## config.mk

```make
export PLATFORM = sky130hd
export DESIGN_NAME = instruction_fetch
export DESIGN_NICKNAME = d
export VERILOG_FILES = /design/src/rtl/nlp16_pkg.sv /design/src/rtl/ifetch_watchdog.sv /design/src/rtl/instruction_fetch.sv
export SDC_FILE = /design/constraint.sdc
export NUM_CORES = 1
export LEC_CHECK = 0
export CORE_MARGIN = 10
export CORE_UTILIZATION = 53
export CTS_CLUSTER_DIAMETER = 100
export CTS_CLUSTER_SIZE = 12
export DETAILED_ROUTE_END_ITERATION = 7
export PLACE_DENSITY = 0.85
export RECOVER_POWER = 25
export SYNTH_ARGS = -nofsm -noshare
export SYNTH_HDL_FRONTEND = slang
export SYNTH_SLANG_ARGS = --single-unit
```

## constraint.sdc

```tcl
create_clock -name i_clk -period 7.5 [get_ports i_clk]
set_input_delay 1.5 -clock i_clk [delete_from_list [all_inputs] [get_ports i_clk]]
set_output_delay 1.5 -clock i_clk [all_outputs]
set_load 0.005 [all_outputs]
```

## src/rtl/nlp16_pkg.sv

```systemverilog
`default_nettype none
// ============================================================================
//  Module   : nlp16_pkg
//  Purpose  : Shared types and constants for the NLP16 fetch/decode path.
//             Fetch FSM state encoding, IR extension bit position, PC width,
//             IR2 fill word and the wrapping PC increment helper.
//  Revision : 1.0 - initial release
// ============================================================================
package nlp16_pkg;

    localparam int              PC_W       = 16;
    localparam int              IR_EXT_BIT = 15;
    localparam logic [PC_W-1:0] NOP_WORD   = 16'h0000;

    typedef enum logic [3:0] {
        IDLE   = 4'd0,
        FETCH1 = 4'd1,
        FETCH2 = 4'd2,
        HOLD   = 4'd3,
        ERR    = 4'd4
    } fetch_state_t;

    // Word-address increment; wraps 16'hFFFF -> 16'h0000 with no flag.
    function automatic logic [PC_W-1:0] pc_inc(input logic [PC_W-1:0] pc);
        return pc + PC_W'(1);
    endfunction

endpackage
`default_nettype wire

```

## src/rtl/ifetch_watchdog.sv

```systemverilog
`default_nettype none
// ============================================================================
//  Module   : ifetch_watchdog
//  Purpose  : Counts consecutive cycles spent waiting for a memory ack and
//             flags expiry on the TIMEOUT-th waiting cycle.
//  Ports    : i_clk      clock
//             i_rst      asynchronous active-high reset
//             i_active   FSM is in a fetch state (counter runs)
//             i_clear    ack or redirect this cycle (counter restarts)
//             o_expired  TIMEOUT cycles elapsed without ack/redirect
//  Revision : 1.0 - initial release
// ============================================================================
module ifetch_watchdog #(
    parameter int TIMEOUT = 16
) (
    input  logic i_clk,
    input  logic i_rst,
    input  logic i_active,
    input  logic i_clear,
    output logic o_expired
);

    localparam int                CNT_W = (TIMEOUT < 2) ? 1 : $clog2(TIMEOUT);
    localparam logic [CNT_W-1:0]  C_LAST = CNT_W'(TIMEOUT - 1);

    logic [CNT_W-1:0] r_count;

    // Count saturates at C_LAST; leaving the fetch states restarts it.
    always_ff @(posedge i_clk or posedge i_rst) begin
        if (i_rst) begin
            r_count <= '0;
        end else if (!i_active || i_clear) begin
            r_count <= '0;
        end else if (r_count != C_LAST) begin
            r_count <= r_count + CNT_W'(1);
        end
    end

    assign o_expired = i_active & ~i_clear & (r_count == C_LAST);

endmodule
`default_nettype wire

```

## src/rtl/instruction_fetch.sv

```systemverilog
`default_nettype none
// ============================================================================
//  Module   : instruction_fetch
//  Purpose  : Fetches 16-bit words at PC, assembles one- or two-word
//             instructions (IR1 bit15 set => extension word in IR2) and hands
//             them to the decoder with valid/ready. Accepts branch redirects.
//  Ports    : i_clk, i_rst (async, active-high)
//             o_mem_addr/o_mem_rd/i_mem_rdata/i_mem_ack  memory read port
//             o_ir1/o_ir2/o_ir_valid/i_ir_ready/o_pc     decoder interface
//             i_redirect/i_redirect_pc                   PC redirect
//             o_state (debug), o_err (sticky timeout error)
//  Config   : IFETCH_TIMEOUT_EN - enables the ack watchdog and ERR state.
//  Revision : 1.0 - initial release
// ============================================================================
module instruction_fetch
    import nlp16_pkg::*;
#(
    parameter logic [15:0] RESET_PC = 16'h0000,
    parameter int          TIMEOUT  = 16
) (
    input  logic        i_clk,
    input  logic        i_rst,
    output logic [15:0] o_mem_addr,
    output logic        o_mem_rd,
    input  logic [15:0] i_mem_rdata,
    input  logic        i_mem_ack,
    output logic [15:0] o_ir1,
    output logic [15:0] o_ir2,
    output logic        o_ir_valid,
    input  logic        i_ir_ready,
    input  logic        i_redirect,
    input  logic [15:0] i_redirect_pc,
    output logic [15:0] o_pc,
    output logic [3:0]  o_state,
    output logic        o_err
);

    fetch_state_t    r_state;
    logic [PC_W-1:0] r_pc;
    logic [PC_W-1:0] r_mem_addr;
    logic [PC_W-1:0] r_ir1;
    logic [PC_W-1:0] r_ir2;
    logic [PC_W-1:0] r_out_pc;
    logic            r_mem_rd;
    logic            r_ir_valid;
    logic            r_err;

    logic            w_ack;
    logic            w_timeout;
    logic [PC_W-1:0] w_pc_next;

    // An ack only counts against a request that is actually outstanding.
    assign w_ack     = i_mem_ack & r_mem_rd;
    assign w_pc_next = pc_inc(r_pc);

`ifdef IFETCH_TIMEOUT_EN
    logic w_wd_active;
    assign w_wd_active = (r_state == FETCH1) || (r_state == FETCH2);

    ifetch_watchdog #(
        .TIMEOUT (TIMEOUT)
    ) u_watchdog (
        .i_clk     (i_clk),
        .i_rst     (i_rst),
        .i_active  (w_wd_active),
        .i_clear   (w_ack | i_redirect),
        .o_expired (w_timeout)
    );
`else
    logic w_unused_timeout;
    assign w_unused_timeout = (TIMEOUT == 0);
    assign w_timeout        = 1'b0;
`endif

    always_ff @(posedge i_clk or posedge i_rst) begin
        if (i_rst) begin
            r_state    <= IDLE;
            r_pc       <= RESET_PC;
            r_mem_addr <= RESET_PC;
            r_mem_rd   <= 1'b0;
            r_ir1      <= NOP_WORD;
            r_ir2      <= NOP_WORD;
            r_ir_valid <= 1'b0;
            r_out_pc   <= RESET_PC;
            r_err      <= 1'b0;
        end else if (i_redirect && (r_state != ERR)) begin
            // Cancel any outstanding read; FETCH1 re-issues it next cycle.
            r_pc       <= i_redirect_pc;
            r_mem_addr <= i_redirect_pc;
            r_mem_rd   <= 1'b0;
            r_ir_valid <= 1'b0;
            r_state    <= FETCH1;
        end else begin
            case (r_state)
                IDLE: begin
                    r_mem_addr <= r_pc;
                    r_mem_rd   <= 1'b1;
                    r_state    <= FETCH1;
                end
                FETCH1: begin
                    if (w_timeout) begin
                        r_mem_rd <= 1'b0;
                        r_err    <= 1'b1;
                        r_state  <= ERR;
                    end else if (!r_mem_rd) begin
                        // First cycle after a redirect: raise the request.
                        r_mem_addr <= r_pc;
                        r_mem_rd   <= 1'b1;
                    end else if (w_ack) begin
                        r_ir1      <= i_mem_rdata;
                        r_out_pc   <= r_pc;
                        r_pc       <= w_pc_next;
                        r_mem_addr <= w_pc_next;
                        if (i_mem_rdata[IR_EXT_BIT]) begin
                            r_state <= FETCH2;
                        end else begin
                            r_ir2      <= NOP_WORD;
                            r_mem_rd   <= 1'b0;
                            r_ir_valid <= 1'b1;
                            r_state    <= HOLD;
                        end
                    end
                end
                FETCH2: begin
                    if (w_timeout) begin
                        r_mem_rd <= 1'b0;
                        r_err    <= 1'b1;
                        r_state  <= ERR;
                    end else if (w_ack) begin
                        r_ir2      <= i_mem_rdata;
                        r_pc       <= w_pc_next;
                        r_mem_addr <= w_pc_next;
                        r_mem_rd   <= 1'b0;
                        r_ir_valid <= 1'b1;
                        r_state    <= HOLD;
                    end
                end
                HOLD: begin
                    if (i_ir_ready) begin
                        r_ir_valid <= 1'b0;
                        r_mem_addr <= r_pc;
                        r_mem_rd   <= 1'b1;
                        r_state    <= FETCH1;
                    end
                end
                ERR: begin
                    r_mem_rd   <= 1'b0;
                    r_ir_valid <= 1'b0;
                end
                default: begin
                    r_mem_rd   <= 1'b0;
                    r_ir_valid <= 1'b0;
                    r_state    <= IDLE;
                end
            endcase
        end
    end

    assign o_mem_addr = r_mem_addr;
    assign o_mem_rd   = r_mem_rd;
    assign o_ir1      = r_ir1;
    assign o_ir2      = r_ir2;
    assign o_ir_valid = r_ir_valid;
    assign o_pc       = r_out_pc;
    assign o_state    = r_state;
    assign o_err      = r_err;

endmodule
`default_nettype wire

```

# [Yosys cells after proc, flatten, opt, wreduce, memory -nomap -nowiden]
# Index checks and enable logic that the tools add are counted.
[op_classes] n_mul=0 bitwise=2 magnitude_cmp=0 reduce_logical=12 add_sub_neg=1 n_shift=0 n_div=0 eq_ne=16 mux=35
[op_table] cell="2-to-1 mux 16 bit" count=11
[op_table] cell="one-hot mux 16 bit (2 select lines)" count=2
[op_table] cell="one-hot mux 16 bit (4 select lines)" count=1
[op_table] cell="2-to-1 mux 4 bit" count=5
[op_table] cell="one-hot mux 4 bit (5 select lines)" count=1
[op_table] cell="adder 16 x 1 -> 16 bit (second input constant)" count=1
[op_table] cell="!= test 3 bit (second input constant)" count=5
[op_table] cell="2-to-1 mux 1 bit" count=13
[op_table] cell="!= test 2 bit (second input constant)" count=6
[op_table] cell="AND reduction 6 bit" count=2
[op_table] cell="== test 4 x 2 -> 1 bit (second input constant)" count=2
[op_table] cell="one-hot mux 1 bit (4 select lines)" count=2
[op_table] cell="AND reduction 2 bit" count=3
[op_table] cell="AND reduction 5 bit" count=1
[op_table] cell="nonzero test 5 bit" count=1
[op_table] cell="== test 4 x 1 -> 1 bit (second input constant)" count=1
[op_table] cell="== test 4 x 3 -> 1 bit (second input constant)" count=1
[op_table] cell="zero test 4 bit" count=1
[op_table] cell="!= test 4 x 3 -> 1 bit (second input constant)" count=1
[op_table] cell="AND reduction 4 bit" count=1
[op_table] cell="nonzero test 3 bit" count=1
[op_table] cell="nonzero test 2 bit" count=1
[op_table] cell="AND 1 bit" count=1
[op_table] cell="logical AND 1 bit" count=1
[op_table] cell="NOT 1 bit" count=1
[word_totals] output_inout_bits=71 wordCells=74 memories=0 latch_bits=0 rom_bits=0 reg_bits=86 inputBits=37 ram_bits=0

# [Depth between registers and ports, before layout]
[depth] word_depth=5 depth_mapped=9 ltp_nobuf=7

# [Worst setup path before layout]
# No wires, ideal clock.
[synth_timing] path_type="input to register" startpoint="in i_mem_ack" endpoint="reg r_ir1[10] (netlist: o_ir1[10])" cell_stages=5 setup_time_ns=0.127 required_time_ns=7.373 t_arrival_ns=2.586 setup_slack_ns=4.786 n_path_buf=1 path_cell_list="nand2_1 -> nor2_1 -> nand2_1 -> clkbuf_1 -> mux2_1"
[synth_between] elab_chain_len=2
[synth_lines] item="start, declared" line_no="instruction_fetch.sv:26" text="input logic i_mem_ack,"
[synth_lines] item="AND 1 bit" line_no="instruction_fetch.sv:53" text="assign w_ack = i_mem_ack & r_mem_rd;"
[synth_lines] item="AND reduction 4 bit (no source line)"
[synth_lines] item="end signal, assigned" line_no="instruction_fetch.sv:110" text="r_ir1 <= i_mem_rdata;"
[synth_lines] item="end, declared" line_no="instruction_fetch.sv:41" text="logic [PC_W-1:0] r_ir1;"
# No other way between the ends.
# A chain may end at the register's enable or synchronous reset.

# [Worst setup path after layout]
[layout_timing] startpoint="in i_redirect" endpoint="reg r_mem_addr[2] (netlist: o_mem_addr[2])"
[layout_between] elab_chain_len=3 elab_cells_between_ends=5 classes_between="eq/ne (1); mux (1); reduce/logical (3)"
[layout_lines] item="start, declared" line_no="instruction_fetch.sv:31" text="input logic i_redirect,"
[layout_lines] item="logical AND 1 bit *" line_no="instruction_fetch.sv:86" text="end else if (i_redirect && (r_state != ERR)) begin"
[layout_lines] item="!= test 3 bit (no source line) / nonzero test 5 bit (equally long branches)"
[layout_lines] item="AND reduction 2 bit (no source line)"
[layout_lines] item="end signal, assigned" line_no="instruction_fetch.sv:89" text="r_mem_addr <= i_redirect_pc;"
[layout_lines] item="end signal, assigned" line_no="instruction_fetch.sv:96" text="r_mem_addr <= r_pc;"
[layout_lines] item="end signal, assigned" line_no="instruction_fetch.sv:107" text="r_mem_addr <= r_pc;"
[layout_lines] item="end, declared" line_no="instruction_fetch.sv:40" text="logic [PC_W-1:0] r_mem_addr;"
# Every way passes the cells marked *; elsewhere a longest branch is shown, timed or not.

==> reports/metrics.cfg <==
[status]
run_status = finished, violations left
violations = max-capacitance violations, max-slew violations

[min_path]
min_to = o_pc[12]
worstHoldStart = o_pc[12]
holdPathStages = 2
hold_path.class = reg2reg

[pwr]
total_power_uw = 1910
ir_drop_uv = 182
cellLeakagePower_uw = 0.00222
p_per_area_mw_per_mm2 = 352

[timing]
setup_viol = 0
rsz0062_at_grt = false
worst_pin_slew_ns = 1.99
fin_tns_setup_ns = 0
layout_min_cycle_time_ns = 4.97
hold_violations = 0
slew_viol_final = 50
max_freq_mhz = 201
slew_headroom_pct = -32.7
skew_ns = 0.0105
finalCritPeriodShare_pct = 66.3

[placed_design]
io_buffers = 104
placed_area_sq_mm = 0.00524
finalWeightedCongestion = 0.888
dp_hpwl_um = 8080

[synth]
async_flop_share_pct = 100
postSynthAreaPerCell_sq_um = 9.82
syn_inst = 426
synth_edf_count = 0
synth_warnings = 0
synth.distinct_cells = 53
synth_area_leaders = dfrtp_1 (50%), nand2_1 (6.8%), mux2_1 (6.5%)
yosysTopAreaCell = dfrtp_1
syn_area_sq_mm = 0.00418
yosysSeqAreaShare_pct = 50.3
synth_seq_cells = 84
synth_top_area_share_pct = 50.3
yosysMostFrequentCell = dfrtp_1
netlist_top_cells_count = dfrtp_1 (84), nand2_1 (76), o21ai_1 (37)
synth-main-ff-cell = dfrtp_1

[clock_tree]
htree_levels = 3
cts_inserted_buffers = 9
tritoncts = done
cts.sinks = 84
cts_hold_buffers = 0
cts-root-buf = clkbuf_8
postCtsSetupBuffers = 0
clk_pin_slew_ns = 0.09
ctsResizeCount = 0
cts_buffer_depth = 2
clock_latency_ns = 0.35

[critical_path]
r2r_slack_ns = 4.20
path_class = in2reg
critPathSlowestCell = clkbuf_1
regToRegStartpoint = o_state[0]
end_kind = register
cpLargestDelayFamily = buffers and inverters
path_max_fanout = 49
critPathMaxStageDelay_ns = 1.42
start_kind = input pin
r2r_end = o_mem_addr[7]
path_buf_inv = 4
cp.required_ns = 7.74
path_cells = clkdlybuf4s50_1 -> clkbuf_1 -> clkinv_1 -> o21ai_1 -> o31ai_1 -> buf_4 -> a22o_1
ff2ff_path_depth = 6
cp.arrival_ns = 5.22

[global_route]
grt_pass1_vias = 3525
grt_usage_pct = 18.7
grt_overflow = 0
gr-max-usage-layer = met2
grt_max_degree = 85
use_met2_pct = 30.6
grtUsageMet3_pct = 5.25
met1_usage_pct = 23.6
antenna_found_initial = 0
grt_pass1_wl_um = 17900

[floorplanning]
die_area_sq_mm = 0.0118
coreArea_sq_mm = 0.00769
io_pins = 108
die_h_um = 109
die_w_um = 109
fp-row-count = 32
start_util_pct = 54.4

[cells_and_area]
antenna_cells = 0
nets = 556
area_growth_pct = 30.2
design_area_sq_mm = 0.00545
drive_above_1_share_pct = 5.80

[routing]
via_count = 3620
antenna_left = 0
drc = 0
drtIter0Drc = 478
viasPerCell = 5.85
first_pass_iters = 8
drt_wl_total_um = 11300
wl_per_cell_um = 18.2

[job]
drv_cap = 1

==> cell type report <==
class                      count  area, sq um
fill                         558         2240
tap                          102          128
timing repair buffer         108         1070
clock inverter                 6         90.1
multi-input combinational    300         1900
sequential                    84         2100
clock buffer                   9          124
inverter                      10         38.8
==> stage by stage <==
| step | worst slack [ns] | utilization, % | std cells | hold slack, ns |
|---|---|---|---|---|
| finish | 2.53 | 70.8 | 619 | 0.485 |
| global route | 2.26 | 70.8 | 619 | 0.505 |
| detailed placement | 3.73 | 68.1 | 604 | 0.472 |
| global placement | 3.86 | 68.1 | 604 | 0.464 |
| CTS | 4.11 | 70.9 | 619 | 0.491 |
| floorplan | 3.83 | - | 428 | 0.473 |
==> cell families after synthesis <==
logic type | Yosys count | share of synthesized area, %
and+or+nand+nor | 136 | 14.4
DFF | 84 | 50.3
AOI/OAI and AO/OA | 101 | 15.7
adders and majority gates | 6 | 1.79
buffers and inverters | 44 | 4.61
xor gates and xnor gates | 23 | 4.82
muxes | 31 | 8.32
other | 1 | 0.0897
==> worst max path at each step <==
stage	cells past startpoint	slack [ns]	endpoint	from
finish	7	2.53	o_mem_addr[2]	i_redirect
global route	8	2.26	o_mem_addr[15]	i_redirect
CTS	6	4.11	o_ir2[12]	i_redirect
detailed placement	6	3.73	o_ir2[12]	i_redirect
global placement	6	3.86	o_ir2[8]	i_redirect
floorplan	1	3.83	o_ir1[0]	i_rst
==> cell usage in the layout (no fill, tap or decap), drive strengths merged, types with 3 or more instances in the layout <==
cell,count
nand2,76
a21oi,9
nor3,9
a31oi,3
nand4,4
clkbuf,10
clkinv,4
nor2,19
xor2,12
nor2b,4
clkdlybuf4s50,102
mux2,30
nor4,5
o21ai,52
inv,8
o31ai,5
a222oi,7
conb,3
dfrtp,84
buf,3
ha,6
xnor2,11
o22ai,3
nand3,11
==> sequential cells by signal (all words and copies together) (netlist names) <==
register    count
o_ir_valid      1
o_mem_rd        1
o_ir2          16
o_state         2
o_ir1          16
o_mem_addr     16
o_pc           16
r_pc           16
==> layer usage <==
metal / share of wire [%] / up-vias
met2: 46 / 196
li1: - / 1674
met1: 42 / 1722
met4: 1.9 / 0
met3: 10 / 28
met5: 0 / -
==> report_power, final <==
group | switching [uW] | total (uW) | internal [uW]
clock network | 163 | 350 | 186
registers | 121 | 733 | 612
logic | 375 | 832 | 457
total | 659 | 1910 | 1260
==> worst reg2reg max path: stages (launching register included) <==
cell	delay (ns)
dfrtp_1	0.42
inv_1	0.11
ha_1	0.50
o211ai_1	1.12
nor2_1	0.42
a222oi_1	0.49
o21ai_1	0.10
Power figures use the tool's default switching activity.
